**src/rtl/adc_align_ctrl.sv**
```systemverilog
// Frame-word alignment controller: slips the deserializers until the FCLK word matches FrmPattern.
// Optional lock-loss monitor in LOCKED is enabled by defining ADC_ALIGN_LOSS_MON_EN.
module adc_align_ctrl #(
  parameter int          AdcBits      = 14,
  parameter logic [15:0] FrmPattern   = 16'b0011111110000000,
  parameter int          SettleCycles = 4,
  parameter int          LockCount    = 16,
  parameter int          MaxSlips     = 16,
  parameter int          LossCount    = 4
) (
  input  logic        FrmClkDiv,
  input  logic        FrmRstn,
  input  logic        BitClkDone,
  input  logic        AlignStart,
  input  logic [15:0] FrmWord,
  output logic        FrmBitslip,
  output logic        FrmAlignDone,
  output logic        AlignErr,
  output logic [4:0]  SlipCnt,
  output logic [2:0]  AlignState
);

  typedef enum logic [2:0] {
    ST_WAIT_CLK = 3'd0,
    ST_SETTLE   = 3'd1,
    ST_CHECK    = 3'd2,
    ST_SLIP     = 3'd3,
    ST_LOCKED   = 3'd4,
    ST_FAIL     = 3'd5
  } state_t;

  state_t     r_state;
  state_t     w_state_nxt;
  logic [3:0] r_settle_cnt;
  logic [3:0] w_settle_nxt;
  logic [7:0] r_match_cnt;
  logic [7:0] w_match_nxt;
  logic [4:0] r_slip_cnt;
  logic [4:0] w_slip_nxt;
  logic       r_bitslip;
  logic       r_done;
  logic       r_err;
  logic       w_match;
`ifdef ADC_ALIGN_LOSS_MON_EN
  logic [3:0] r_loss_cnt;
  logic [3:0] w_loss_nxt;
`endif

  assign w_match = (FrmWord[AdcBits-1:0] == FrmPattern[AdcBits-1:0]);

  // Next-state and counter update; clock loss outranks restart, restart outranks the FSM.
  always_comb begin
    w_state_nxt  = r_state;
    w_settle_nxt = r_settle_cnt;
    w_match_nxt  = r_match_cnt;
    w_slip_nxt   = r_slip_cnt;
`ifdef ADC_ALIGN_LOSS_MON_EN
    w_loss_nxt   = r_loss_cnt;
`endif
    if (!BitClkDone) begin
      w_state_nxt  = ST_WAIT_CLK;
      w_settle_nxt = 4'd0;
      w_match_nxt  = 8'd0;
      w_slip_nxt   = 5'd0;
`ifdef ADC_ALIGN_LOSS_MON_EN
      w_loss_nxt   = 4'd0;
`endif
    end else if (AlignStart && (r_state != ST_WAIT_CLK)) begin
      w_state_nxt  = ST_SETTLE;
      w_settle_nxt = 4'd0;
      w_match_nxt  = 8'd0;
      w_slip_nxt   = 5'd0;
`ifdef ADC_ALIGN_LOSS_MON_EN
      w_loss_nxt   = 4'd0;
`endif
    end else begin
      case (r_state)
        ST_WAIT_CLK: begin
          w_state_nxt  = ST_SETTLE;
          w_settle_nxt = 4'd0;
          w_match_nxt  = 8'd0;
        end
        ST_SETTLE: begin
          if (r_settle_cnt == 4'(SettleCycles - 1)) begin
            w_state_nxt  = ST_CHECK;
            w_settle_nxt = 4'd0;
          end else begin
            w_settle_nxt = r_settle_cnt + 4'd1;
          end
        end
        ST_CHECK: begin
          if (w_match) begin
            if (r_match_cnt == 8'(LockCount - 1)) begin
              w_state_nxt = ST_LOCKED;
              w_match_nxt = 8'd0;
`ifdef ADC_ALIGN_LOSS_MON_EN
              w_loss_nxt  = 4'd0;
`endif
            end else begin
              w_match_nxt = r_match_cnt + 8'd1;
            end
          end else begin
            w_match_nxt = 8'd0;
            if (r_slip_cnt == 5'(MaxSlips)) begin
              w_state_nxt = ST_FAIL;
            end else begin
              w_state_nxt = ST_SLIP;
              w_slip_nxt  = r_slip_cnt + 5'd1;
            end
          end
        end
        ST_SLIP: begin
          w_state_nxt  = ST_SETTLE;
          w_settle_nxt = 4'd0;
        end
        ST_LOCKED: begin
`ifdef ADC_ALIGN_LOSS_MON_EN
          if (w_match) begin
            w_loss_nxt = 4'd0;
          end else if (r_loss_cnt == 4'(LossCount - 1)) begin
            w_state_nxt  = ST_SETTLE;
            w_settle_nxt = 4'd0;
            w_slip_nxt   = 5'd0;
            w_loss_nxt   = 4'd0;
          end else begin
            w_loss_nxt = r_loss_cnt + 4'd1;
          end
`else
          w_state_nxt = ST_LOCKED;
`endif
        end
        ST_FAIL: begin
          w_state_nxt = ST_FAIL;
        end
        default: begin
          w_state_nxt = ST_WAIT_CLK;
        end
      endcase
    end
  end

  // State, counters and outputs; outputs are decoded from the next state so they align with it.
  always_ff @(posedge FrmClkDiv or negedge FrmRstn) begin
    if (!FrmRstn) begin
      r_state      <= ST_WAIT_CLK;
      r_settle_cnt <= 4'd0;
      r_match_cnt  <= 8'd0;
      r_slip_cnt   <= 5'd0;
      r_bitslip    <= 1'b0;
      r_done       <= 1'b0;
      r_err        <= 1'b0;
`ifdef ADC_ALIGN_LOSS_MON_EN
      r_loss_cnt   <= 4'd0;
`endif
    end else begin
      r_state      <= w_state_nxt;
      r_settle_cnt <= w_settle_nxt;
      r_match_cnt  <= w_match_nxt;
      r_slip_cnt   <= w_slip_nxt;
      r_bitslip    <= (w_state_nxt == ST_SLIP);
      r_done       <= (w_state_nxt == ST_LOCKED);
      r_err        <= (w_state_nxt == ST_FAIL);
`ifdef ADC_ALIGN_LOSS_MON_EN
      r_loss_cnt   <= w_loss_nxt;
`endif
    end
  end

  assign FrmBitslip   = r_bitslip;
  assign FrmAlignDone = r_done;
  assign AlignErr     = r_err;
  assign SlipCnt      = r_slip_cnt;
  assign AlignState   = r_state;

endmodule

```
**config.mk**
```make
export PLATFORM = sky130hd
export DESIGN_NAME = adc_align_ctrl
export DESIGN_NICKNAME = d
export VERILOG_FILES = /design/src/rtl/adc_align_ctrl.sv
export SDC_FILE = /design/constraint.sdc
export NUM_CORES = 1
export LEC_CHECK = 0
export BUFFER_PORTS_ARGS = -buffer_cell sky130_fd_sc_hd__buf_2
export CAP_MARGIN = 30
export CORE_MARGIN = 3
export CORE_UTILIZATION = 45
export DETAILED_ROUTE_END_ITERATION = 7
export PLACE_DENSITY = 0.79
export SYNTH_ARGS = -nofsm -noshare
export SYNTH_HDL_FRONTEND = slang
export SYNTH_SLANG_ARGS = --single-unit
```
**constraint.sdc**
```tcl
create_clock -name FrmClkDiv -period 2.04 [get_ports FrmClkDiv]
set_clock_uncertainty 0.05 [all_clocks]
set_input_delay 0.102 -clock FrmClkDiv [delete_from_list [all_inputs] [get_ports FrmClkDiv]]
set_output_delay 0.102 -clock FrmClkDiv [all_outputs]
set_load 0.05 [all_outputs]
```
* Yosys cells after proc, flatten, opt, wreduce, memory -nomap -nowiden *
Index checks and enable logic that the tools add are counted.

storage, ports and cells
  register bits after elaboration = 23
  word-level logic and storage cells = 53
  output and inout port bits = 11

cells by class
  muxes and demuxes = 21
  add/sub/neg operators = 3
  equality and inequality tests = 17
  reduce and logical (&&, ||, !) cells = 5

operator list
  kind                    count
  $mux W8                 4
  $mux W5                 5
  $mux W3                 6
  $pmux W8 S2             1
  $pmux W3 S5             1
  $eq A14 B14 Y1 const B  1
  $eq A3 B3 Y1 const B    4
  $mux W4                 3
  $eq A3 B2 Y1 const B    3
  $add A8 B1 Y8 const B   1
  $eq A8 B4 Y1 const B    1
  $pmux W4 S2             1
  $add A5 B1 Y5 const B   1
  $eq A5 B5 Y1 const B    1
  $add A4 B1 Y4 const B   1
  $eq A4 B2 Y1 const B    1
  $ne A4 B1 Y1 const B    1
  $ne A4 B2 Y1 const B    1
  $eq A3 B1 Y1 const B    1
  $logic_not A3 Y1        1
  $ne A3 B1 Y1 const B    1
  $ne A3 B2 Y1 const B    1
  $ne A3 B3 Y1 const B    1
  $reduce_and A3 Y1       1
  other kinds (3)         3

* Logic depth before layout (Yosys ltp) *
  depth in word-level cells = 7
  depth in mapped cells = 7
  mapped depth without buffers = 7

* Least setup slack after synthesis *
Ideal clock, no wire load.

  path type = register to register
  from = reg r_state[2] (netlist: AlignState[2])
  to = reg r_slip_cnt[0] (netlist: SlipCnt[0])
  data required time = 1865 ps
  library setup time = 125 ps
  cell stages (with the launch flop) = 6
  setup slack = -3 ps
  arrival = 1869 ps
  clock period less this slack = 2043 ps
  cell sequence = dfrtp_1 inv_1 maj3_1 a221oi_2 a211oi_2 mux2_2

on the way
  cells in the longest elaborated chain, start to end = 4

ends and longest elaborated chain
  item                                                           RTL line  RTL
  from (decl)                                                    32        state_t r_state;
  from (signal assigned)                                         156       r_state <= w_state_nxt;
  $reduce_bool A3 Y1                                             68        end else if (AlignStart && (r_state != ST_WAIT_CLK)) begin
  $logic_and A1 B1 Y1                                            68
  $ne A3 B1 Y1 (no line) (tied with other cells)                 -
  $reduce_and A3 Y1 (no line) / $mux W5 (equally long branches)  -
  to (signal assigned)                                           159       r_slip_cnt <= w_slip_nxt;
  to (decl)                                                      38        logic [4:0] r_slip_cnt;

Parallel ways exist; a longest one is shown, timed or not.
A chain may end at the register's enable or synchronous reset.

* Worst setup path in the final report *
  from = reg r_state[1] (netlist: AlignState[1])
  to = reg r_slip_cnt[0] (netlist: SlipCnt[0])

Same word-level chain as after synthesis.

==> results by stage <==
Synthesis:
- By area the synthesized netlist is led by sky130_fd_sc_hd__dfrtp_1 (45%), sky130_fd_sc_hd__nor2_1 (4.1%), sky130_fd_sc_hd__ha_1 (3.9%), sky130_fd_sc_hd__nand3_1 (3.1%), sky130_fd_sc_hd__and3_1 (2.4%).
- Synthesis handed over a netlist of approximately 130 instances.
- Yosys mapped a number of flops with a built-in enable equal to 0.
- Counting every net in the synthesized netlist gives about 160.
- Of the synthesized area, sequential elements account for 0.445.
- In this run, synthesis produced a sequential element count of 23.
- The total number of yosys warnings is 0.
- Synthesis instantiated 40 different standard cells from the library.
- The cell with the most instances after synthesis is sky130_fd_sc_hd__dfrtp_1.
- The share of flip-flops with an asynchronous set or reset after synthesis is 1.00.
- The library cell occupying the most area in the post-synthesis netlist is sky130_fd_sc_hd__dfrtp_1.
- The top cell type's share of synthesized area is 0.445.
- Ranked by instance count, the synthesized netlist is headed by sky130_fd_sc_hd__dfrtp_1 (23), sky130_fd_sc_hd__nor2_1 (14), sky130_fd_sc_hd__nand2_1 (8), sky130_fd_sc_hd__nand3_1 (8).
- The post-synthesis instance area is about 0.0013 mm².
- The average footprint of a synthesized cell is around 9.8 µm².
- The most frequently used flop master after synthesis is sky130_fd_sc_hd__dfrtp_1.

STA:
- The achievable clock frequency is 520 MHz.
- After layout, the minimum clock period comes to approximately 1.9 ns.
- The post-route clock period utilization is 0.943.
- The count of pins over their slew limit is 0.
- The final hold violation count came to 0.
- Measured against its own limit, the worst slew margin works out to 0.605.
- Setup violations remaining at the end of the flow were counted as 0.
- Hold is met by 0.0369 ns.
- For the pin with the worst max-slew slack, the measured transition is 0.590 ns.
- Setup slack closes at 0.116 ns.
- Setup repair after global routing left no endpoint under its margin.
- In the final timing run, aggregate negative setup slack is 0 ns.

Critical path:
- Walking the worst path, the cells encountered are nor3b_1 -> nand2_1 -> a221oi_2 -> a211oi_2 -> mux2_2.
- The kind of launch point of the worst setup path is a flip-flop.
- The number of cells on the worst reg-to-reg path is 5.
- Tracing the worst setup path back leads to its startpoint at AlignState[1]$_DFF_PN0_.
- Setup slack on the worst reg-to-reg path comes out at around 0.12 ns.
- The biggest fanout along the worst timing path is 7.
- In this run the critical register-to-register path is launched from AlignState[1]$_DFF_PN0_.
- The critical path ends at SlipCnt[0]$_DFFE_PN0P_.
- The endpoint identified for the worst register-to-register timing path is SlipCnt[0]$_DFFE_PN0P_.
- The worst setup path is captured at a flip-flop.
- For the worst setup path, the data arrival time is between 2 and 2.5 ns.
- The data required time at the worst endpoint is about 2.2 ns.
- The maximum single-stage delay on the critical path is 0.48 ns.
- The setup path with the least slack is of type flip-flop to flip-flop.
- On the critical path, the stage with the largest delay is an instance of sky130_fd_sc_hd__dfrtp_1.

Cells and area:
- The number of antenna diodes in the final layout is 0.
- In the final layout, the share of cells above drive strength 1 is 0.279.
- Registers take roughly 580 µm².
- In the final layout, the multi-input gates occupy just under 700 µm².
- The end-of-flow core utilization is 0.583.
- The post-synthesis to final-layout area growth is 17.9%.
- The final-layout fill cell count is about 230.
- After the last flow step, the layout net total stands at between 150 and 200.

Floorplanning:
- For this configuration, the core starts out at a cell density of 0.495.
- The floorplan step defined a core boundary enclosing 0.00261 mm².
- After floorplanning, the core was divided into 18 placement rows.
- The die is just under 60 µm tall.
- The area of the die is between 0.003 and 0.004 mm².
- During I/O placement, the number of pins put on the boundary was 31.
- The width of the die is 59.6 µm.

Clocking:
- Clock-pin slew was measured on the worst setup and hold paths at between 0.1 and 0.15 ns.
- The total number of clock tree sinks is 23.
- The longest clock path from root to sink contains 2 buffers.
- The number of CTS-inserted buffers is 3.
- The clock latency reported for the late side of the worst-skew pair is 0.33 ns.
- TritonCTS built the clock tree.
- The number of H-tree levels is 1.
- The root buffer selected by CTS is sky130_fd_sc_hd__clkbuf_4.

Run status:
- The run finished with clean final reports.

Pwr:
- The total chip power is between 0.7 and 0.8 mW.
- The power per cell area is between 400 and 500 mW/mm².
- IR analysis of the VDD net gives a maximum drop of about 0.00044 V.
- The leakage power total is approximately 0.75 nW.

Worst hold path:
- In this run the worst hold path is classified as input port to flip-flop.

Route:
- After detailed routing, the number of remaining DRC violations is 0.
- In the routed layout, each cell is associated on average with a via count of about 5.9.
- The routed design has approximately 2800 µm of wire.
- The first TritonRoute pass finished after 4 iterations.
- The remaining antenna violation count after routing is 0.
- The count of vias placed by the detailed router is 1149.
- The average detailed-routed wire length per instance is roughly 14 µm.
- The detailed router finished its first iteration with 25 violations.

Placement:
- At the end of routability-driven placement, the weighted congestion stood at between 0.8 and 0.9.
- During placement, the flow inserted port buffers numbering 28.
- Before CTS, the worst setup slack after placement is -0.116 ns.
- Detailed placement finished with a half-perimeter wire length of around 2100 µm.

Global route:
- The number of global-route vias before repair came to 1126.
- The number of antenna violations at the first check in global routing is 0.
- The first global-routing pass estimated 4630 µm of wire.
- The residual overflow from global routing is 0.
- The pin count of the biggest net entering global routing is 24.
- In the global route stage, overall resource usage came out at 0.171.

Run:
- Max-cap violations in this run came to 0.
==> how the worst min path moves through the flow <==
stage / slack, ns / depth (start not counted) / endpoint / start
after floorplan: -0.24 / 0 / AlignErr$_DFF_PN0_ / FrmRstn
after global placement: 0.05 / 1 / FrmBitslip$_DFF_PN0_ / FrmRstn
after detailed placement: 0.06 / 1 / SlipCnt[0]$_DFFE_PN0P_ / FrmRstn
after CTS: 0.02 / 2 / AlignState[0]$_DFF_PN0_ / BitClkDone
after global routing: 0.03 / 2 / AlignState[0]$_DFF_PN0_ / BitClkDone
final: 0.04 / 2 / AlignState[0]$_DFF_PN0_ / BitClkDone
==> worst max-delay path: cells and delay by family (launching register included) <==
kind,cells,cell delay (ns)
muxes,1,0.27
and+or+nand+nor,2,0.58
AOI/OAI and AO/OA,2,0.45
DFF,1,0.48
==> final cells by class <==
type / count / share of cell area
Clock buffer: 3 / 0.0148
Clock inverter: 1 / 0.00493
Inverter: 6 / 0.0148
Multi-Input combinational cell: 99 / 0.444
Sequential cell: 23 / 0.378
Tap cell: 30 / 0.0246
Timing Repair Buffer: 33 / 0.118
==> state kept, by name, indices dropped and copies added (netlist names) <==
signal and cells:
AlignState 3, FrmAlignDone 1, FrmBitslip 1, r_match_cnt 8, AlignErr 1, SlipCnt 5
r_settle_cnt 4
==> cell families (layout without fill, tap and decap cells) <==
family / Yosys count / in the layout / share of synthesized area
AND/OR/NAND/NOR: 59 / 59 / 0.256
AO/OA/AOI/OAI: 27 / 27 / 0.153
flip-flops: 23 / 23 / 0.445
buffers and inverters: 10 / 43 / 0.0387
adder cells (fa/ha/maj): 5 / 5 / 0.0465
multiplexers: 5 / 5 / 0.0407
XOR/XNOR: 3 / 3 / 0.0203
==> layout by cell type, fill, tap and decap left out, types with 3 or more instances in the layout <==
cell type | netlist | routed
sky130_fd_sc_hd__clkbuf_4 | 0 | 3
sky130_fd_sc_hd__xor2_1 | 3 | 3
sky130_fd_sc_hd__buf_4 | 1 | 4
sky130_fd_sc_hd__ha_1 | 4 | 4
sky130_fd_sc_hd__o21ai_0 | 5 | 5
sky130_fd_sc_hd__and3_1 | 5 | 5
sky130_fd_sc_hd__nor2_1 | 14 | 14
sky130_fd_sc_hd__a21oi_1 | 6 | 6
sky130_fd_sc_hd__nand4_1 | 3 | 3
sky130_fd_sc_hd__mux2i_1 | 3 | 3
sky130_fd_sc_hd__dfrtp_1 | 23 | 22
sky130_fd_sc_hd__buf_2 | 0 | 28
sky130_fd_sc_hd__nor3_1 | 4 | 3
sky130_fd_sc_hd__nand2_1 | 8 | 8
sky130_fd_sc_hd__a22o_1 | 3 | 3
sky130_fd_sc_hd__nand3_1 | 8 | 8
sky130_fd_sc_hd__nor4_1 | 3 | 3
sky130_fd_sc_hd__inv_1 | 6 | 6
==> power breakdown <==
group / switching, mW / internal, mW / total, mW
combinational: 0.0360 / 0.0254 / 0.0613
clock: 0.149 / 0.0753 / 0.224
sequential: 0.00336 / 0.459 / 0.462
==> what timing repair did <==
item,in CTS,in global routing
cloned,0,0
resized for setup,1,1
hold endpoints to repair,23,0
hold buffers,1,0
pin swaps,0,0
endpoints found under the setup margin,7,1
setup buffers,0,0
==> layer usage <==
metal / GRT usage / routed length (µm)
met1: 0.200 / 1220
met2: 0.306 / 1350
met3: 0.0479 / 210
met4: 0.0443 / 20
met5: 0 / 0
==> through the flow <==
step           std cells  instance area (µm²)
2_1_floorplan        132                 1290
3_3_place_gp         190                 1470
3_5_place_dp         190                 1470
4_1_cts              195                 1520
5_1_grt              195                 1520
6_report             195                 1520
(Power assumes the default switching activity.)
